--- config.mk ---
export PLATFORM = sky130hd
export DESIGN_NAME = ffa_access_arbiter
export DESIGN_NICKNAME = d
export VERILOG_FILES = /design/src/rtl/ffa_arb_pkg.sv /design/src/rtl/ffa_rr_pick.sv /design/src/rtl/ffa_access_arbiter.sv
export SDC_FILE = /design/constraint.sdc
export NUM_CORES = 1
export LEC_CHECK = 0
export CAP_MARGIN = 20
export CORE_AREA = 4 4 66 68
export DETAILED_ROUTE_END_ITERATION = 12
export DIE_AREA = 0 0 70 72
export PLACE_DENSITY = 0.82
export SYNTH_ARGS = -nofsm -noshare
export SYNTH_HDL_FRONTEND = slang
export SYNTH_HIERARCHICAL = 1
export SYNTH_SLANG_ARGS = --single-unit
--- constraint.sdc ---
create_clock -name clk -period 9.45 [get_ports clk]
set_clock_uncertainty 0.05 [all_clocks]
set_input_delay 0.945 -clock clk [delete_from_list [all_inputs] [get_ports clk]]
set_output_delay 0.945 -clock clk [all_outputs]
set_load 0.05 [all_outputs]
--- src/rtl/ffa_arb_pkg.sv ---
// Shared types, limits and helpers for the flip-flop array access arbiter.
package ffa_arb_pkg;

  // Largest supported requester count.
  localparam int unsigned FFA_ARB_MAX_REQ = 8;

  // Default widths used by the request struct below.
  localparam int unsigned FFA_ARB_DEF_DATA_W = 8;
  localparam int unsigned FFA_ARB_DEF_ADDR_W = 3;

  // Index width for n items, never less than one bit.
  function automatic int unsigned clog2_min1(input int unsigned n);
    return (n <= 2) ? 1 : $clog2(n);
  endfunction

  // One requester-side access as held stable until transfer.
  typedef struct packed {
    logic                          we;
    logic [FFA_ARB_DEF_ADDR_W-1:0] addr;
    logic [FFA_ARB_DEF_DATA_W-1:0] wdata;
  } ffa_req_t;

endpackage

--- src/rtl/ffa_rr_pick.sv ---
// Combinational round-robin picker: first set request at or after rr_ptr, wrapping.
module ffa_rr_pick
  import ffa_arb_pkg::*;
#(
  parameter int unsigned N  = 4,
  parameter int unsigned IW = 2
) (
  input  logic [N-1:0]  req,
  input  logic [IW-1:0] rr_ptr,
  output logic [N-1:0]  gnt,
  output logic [IW-1:0] idx,
  output logic          any
);

  logic [IW:0] pos;

  // Scan N positions from rr_ptr, modulo N; the first hit wins.
  always_comb begin
    gnt = '0;
    idx = '0;
    any = 1'b0;
    pos = '0;
    for (int i = 0; i < N; i++) begin
      pos = {1'b0, rr_ptr} + (IW+1)'(i);
      if (pos >= (IW+1)'(N)) begin
        pos = pos - (IW+1)'(N);
      end
      if (!any && req[pos[IW-1:0]]) begin
        any               = 1'b1;
        gnt[pos[IW-1:0]]  = 1'b1;
        idx               = pos[IW-1:0];
      end
    end
  end

endmodule

--- src/rtl/ffa_access_arbiter.sv ---
// Round-robin arbiter sharing one flip-flop register array among REQ_N requesters.
// One access per cycle; reads return data with requester ID one cycle after grant
// through a single-slot response register with backpressure.
// Optional: define FFA_ARB_SHADOW_VALID_EN to track written entries locally and
// complete reads of unwritten entries without touching the array.
module ffa_access_arbiter
  import ffa_arb_pkg::*;
#(
  parameter  int unsigned REQ_N  = 4,
  parameter  int unsigned DATA_W = 8,
  parameter  int unsigned ADDR_W = 3,
  localparam int unsigned ID_W   = clog2_min1(REQ_N)
) (
  input  logic                     clk,
  input  logic                     resetn,
  input  logic [REQ_N-1:0]         req_valid,
  input  logic [REQ_N-1:0]         req_we,
  input  logic [REQ_N*ADDR_W-1:0]  req_addr,
  input  logic [REQ_N*DATA_W-1:0]  req_wdata,
  output logic [REQ_N-1:0]         req_ready,
  output logic                     rsp_valid,
  input  logic                     rsp_ready,
  output logic [ID_W-1:0]          rsp_id,
  output logic [DATA_W-1:0]        rsp_data,
  output logic                     rsp_err,
  output logic                     arr_wr,
  output logic                     arr_rd,
  output logic [ADDR_W-1:0]        arr_addr,
  output logic [DATA_W-1:0]        arr_din,
  input  logic [DATA_W-1:0]        arr_dout,
  input  logic                     arr_error
);

  logic              stall;
  logic [REQ_N-1:0]  pick_req;
  logic [REQ_N-1:0]  gnt;
  logic [ID_W-1:0]   gidx;
  logic              any;
  logic [ID_W-1:0]   rr_ptr_q, rr_ptr_d;
  logic              sel_we;
  logic [ADDR_W-1:0] sel_addr;
  logic [DATA_W-1:0] sel_wdata;
  logic              rd_grant, wr_grant;
  logic [DATA_W-1:0] rd_data;
  logic              rd_err;

  // A full response slot that is not being drained blocks every grant, writes included.
  assign stall    = rsp_valid && !rsp_ready;
  assign pick_req = stall ? '0 : req_valid;

  ffa_rr_pick #(
    .N  (REQ_N),
    .IW (ID_W)
  ) u_pick (
    .req    (pick_req),
    .rr_ptr (rr_ptr_q),
    .gnt    (gnt),
    .idx    (gidx),
    .any    (any)
  );

  assign req_ready = gnt;

  // Route the granted requester's fields; all zero when nothing is granted.
  always_comb begin
    sel_we    = 1'b0;
    sel_addr  = '0;
    sel_wdata = '0;
    for (int i = 0; i < REQ_N; i++) begin
      if (gnt[i]) begin
        sel_we    = req_we[i];
        sel_addr  = req_addr[i*ADDR_W +: ADDR_W];
        sel_wdata = req_wdata[i*DATA_W +: DATA_W];
      end
    end
  end

  assign rd_grant = any && !sel_we;
  assign wr_grant = any && sel_we;
  assign arr_wr   = wr_grant;
  assign arr_addr = sel_addr;
  assign arr_din  = sel_wdata;

`ifdef FFA_ARB_SHADOW_VALID_EN
  localparam int unsigned DATA_N = 2**ADDR_W;

  logic [DATA_N-1:0] written_q;
  logic              rd_hit;

  assign rd_hit  = written_q[sel_addr];
  // Reads of unwritten entries are answered here and never reach the array.
  assign arr_rd  = rd_grant && rd_hit;
  assign rd_data = rd_hit ? arr_dout : '0;
  assign rd_err  = !rd_hit;

  // Mark entries as valid on each write transfer.
  always_ff @(posedge clk) begin
    if (!resetn) begin
      written_q <= '0;
    end else if (wr_grant) begin
      written_q[sel_addr] <= 1'b1;
    end
  end
`else
  assign arr_rd  = rd_grant;
  assign rd_data = arr_dout;
  assign rd_err  = arr_error;
`endif

  // Pointer moves just past the winner on any transfer.
  always_comb begin
    rr_ptr_d = rr_ptr_q;
    if (any) begin
      rr_ptr_d = (gidx == ID_W'(REQ_N - 1)) ? '0 : gidx + 1'b1;
    end
  end

  // Round-robin pointer register.
  always_ff @(posedge clk) begin
    if (!resetn) begin
      rr_ptr_q <= '0;
    end else begin
      rr_ptr_q <= rr_ptr_d;
    end
  end

  // Response slot: load on read grant (possibly while popping), clear on a bare pop.
  always_ff @(posedge clk) begin
    if (!resetn) begin
      rsp_valid <= 1'b0;
      rsp_id    <= '0;
      rsp_data  <= '0;
      rsp_err   <= 1'b0;
    end else if (rd_grant) begin
      rsp_valid <= 1'b1;
      rsp_id    <= gidx;
      rsp_data  <= rd_data;
      rsp_err   <= rd_err;
    end else if (rsp_valid && rsp_ready) begin
      rsp_valid <= 1'b0;
    end
  end

endmodule

==> out/qor.yml <==
outcome:
  status: "completed"
finish:
  drive_above_1_share: 0.0510
  syn2layout_area_growth_pct: 66.5
  final_cells: 305
  antenna_cells: 0
  final_common_cell: "clkdlybuf4s50_1"
  layout_common_cells: "clkdlybuf4s50_1 (92), nand2_1 (35), mux2i_1 (16), dfxtp_1 (14), nor2b_1 (12)"
  nNetsFinal: 327
sta:
  fin_crit_sh: 0.655
  final-hold-violation-count: 0
  drv_slew: 0
  grt_setup_unrepaired: "no"
  fin_crit_ns: 6.19
  slew-limit-headroom: 0.489
  worst_pin_slew_ns: 0.764
  fin_setup_tns_ns: 0
  max_clock_freq_ghz: 0.161
  setup_viol: 0
floorplan:
  die_y_um: 72
  ioPinCount: 93
  die_w_um: 70
  core-area_mm2: 0.00386
  core.rowCount: 23
  dieArea_mm2: 0.00504
  initial_core_util: 0.368
detailed_routing:
  wl_per_cell_um: 13.7
  drt_first_pass_iters: 4
  drt-initial-drc-count: 54
  totalWireLength_um: 4170
  ant_nets: 0
  vias_per_cell: 5.10
  vias: 1554
  drcViolationCount: 0
cts:
  root_buffer: "clkbuf_8"
  cts_resized: 0
  postCtsSetupRepairBufs: 0
  cts_buffer_depth: 2
  clkLatencyLatePin_ns: 0.24
  cts_tree: "yes"
  htreeDepth: 1
  clk_pin_slew_ns: 0.05
  clock_sinks: 14
  cts_hold_buffers: 0
  cts_buffers: 3
grt:
  antenna_found_initial: 0
  grt_pass1_vias: 1521
  grt_pass1_wl_um: 6950
  grt_max_degree: 26
  grt_util_all_layers: 0.161
  grt_overflow: 0
placed_design:
  dp_hpwl_um: 3300
  place_inst: 301
  gp_congestion: 0.841
  place.port_buffers: 92
critical_path:
  cp_max_fo: 13
  worstSetupPathType: "primary input to primary output"
  r2r_start: "rr_ptr_q[0]"
  critPathRequiredTime_ns: 8.46
  startpoint: "rsp_ready"
  arrival_ns: 5.20
  start_kind: "primary input"
  endpoint_kind: "primary output"
hold_path:
  min_from: "rsp_data[7]"
  hold_path.class: "flop to flop"
job:
  maxCapViolations: 0
yosys:
  ys_warn_count: 6
  synthCells: 172
  syn-cell-area_mm2: 0.00142
  ys_types: 34
  ys_seq_elements: 14
  synth-seq-area-share: 0.198
  postSynthAreaPerCell_um2: 8.24
  syn_nets: 242
cells by family (layout without fill, tap and decap cells):
logic type / count (synthesis) / in the layout / share of synthesized area
flip-flops: 14 / 14 / 0.198
AO/OA/AOI/OAI: 45 / 45 / 0.231
adder cells (fa/ha/maj): 6 / 6 / 0.0530
buffers and inverters: 19 / 102 / 0.0838
multiplexers: 21 / 21 / 0.190
AND/OR/NAND/NOR: 67 / 67 / 0.244
layout make-up:
class / instances / area, um2
clock buffer: 3 / 41.3
sequential: 14 / 280
inverter: 4 / 15.0
multi-input combinational: 139 / 1020
tap: 50 / 62.6
fill: 355 / 1500
timing repair buffer: 95 / 943
state kept, by name (all words and copies together) (netlist names):
| register | count |
|---|---|
| rsp_data | 8 |
| rr_ptr_q | 2 |
| rsp_id | 2 |
| rsp_err | 1 |
| rsp_valid | 1 |
path summary, 6_finish.rpt:
| check | endpoint | slack (ns) | depth (start not counted) |
|---|---|---|---|
| setup / recovery | arr_rd | 3.26 | 12 |
| hold / removal | rsp_data[7] | 0.41 | 2 |
| setup reg to reg | rsp_data[4] | 5.56 | 11 |
| hold reg to reg | rsp_data[7] | 0.41 | 2 |
worst max-delay path, cell delays in order:
cell and delay [ns]:
clkdlybuf4s50_1 0.40, nand2b_1 0.18, and2_1 0.22, mux4_2 0.63, nor4b_4 0.44, a22oi_1 0.11, o21ai_1 0.20, buf_4 0.25
nor2b_2 0.12, a21oi_2 0.17, o21a_1 0.59, clkdlybuf4s50_1 0.93
cells in the mapped netlist (all sizes together):
library cell	instances	area, um2
a211o	1	8.76
inv	4	15.0
nor3b	1	7.51
nand3b	2	15.0
mux4	4	97.6
mux2i	16	160
nor2	4	15.0
nor3	1	5.00
nor2b	13	83.8
a22oi	8	60.1
nor4	1	6.26
nor4b	1	23.8
nand2b	4	25.0
ha	6	75.1
buf	6	70.1
dfxtp	14	280
o211ai	1	7.51
mux2	1	11.3
o31ai	10	75.1
a221oi	9	78.8
and2	4	25.0
a32o	1	10.0
a21oi	5	28.8
o221ai	1	8.76
and2b	1	8.76
clkbuf	9	33.8
nand2	35	131
o21ai	7	35.0
o21a	2	15.0
metrics by stage:
stage                     hold slack, ns  worst slack, ns  cell area, um2  utilization
final                              0.407             3.26            2360        0.612
after global routing               0.434             2.94            2360        0.612
after CTS                          0.410             2.89            2350        0.610
after detailed placement           0.399             2.90            2310        0.600
after global placement             0.391             3.06            2310        0.600
after floorplan                    0.505             3.13            1420            -
routing by layer:
metal  global-route usage  vias up  routed length (um)
met5                    0        -                   0
met3               0.0540        2                 407
li1                     -      797                   -
met1                0.205      681                1760
met2                0.264       74                1980
met4               0.0362        0                  23
Power is not shown: default switching activity piles up to over one toggle a cycle in this logic, so the estimate is an artifact.
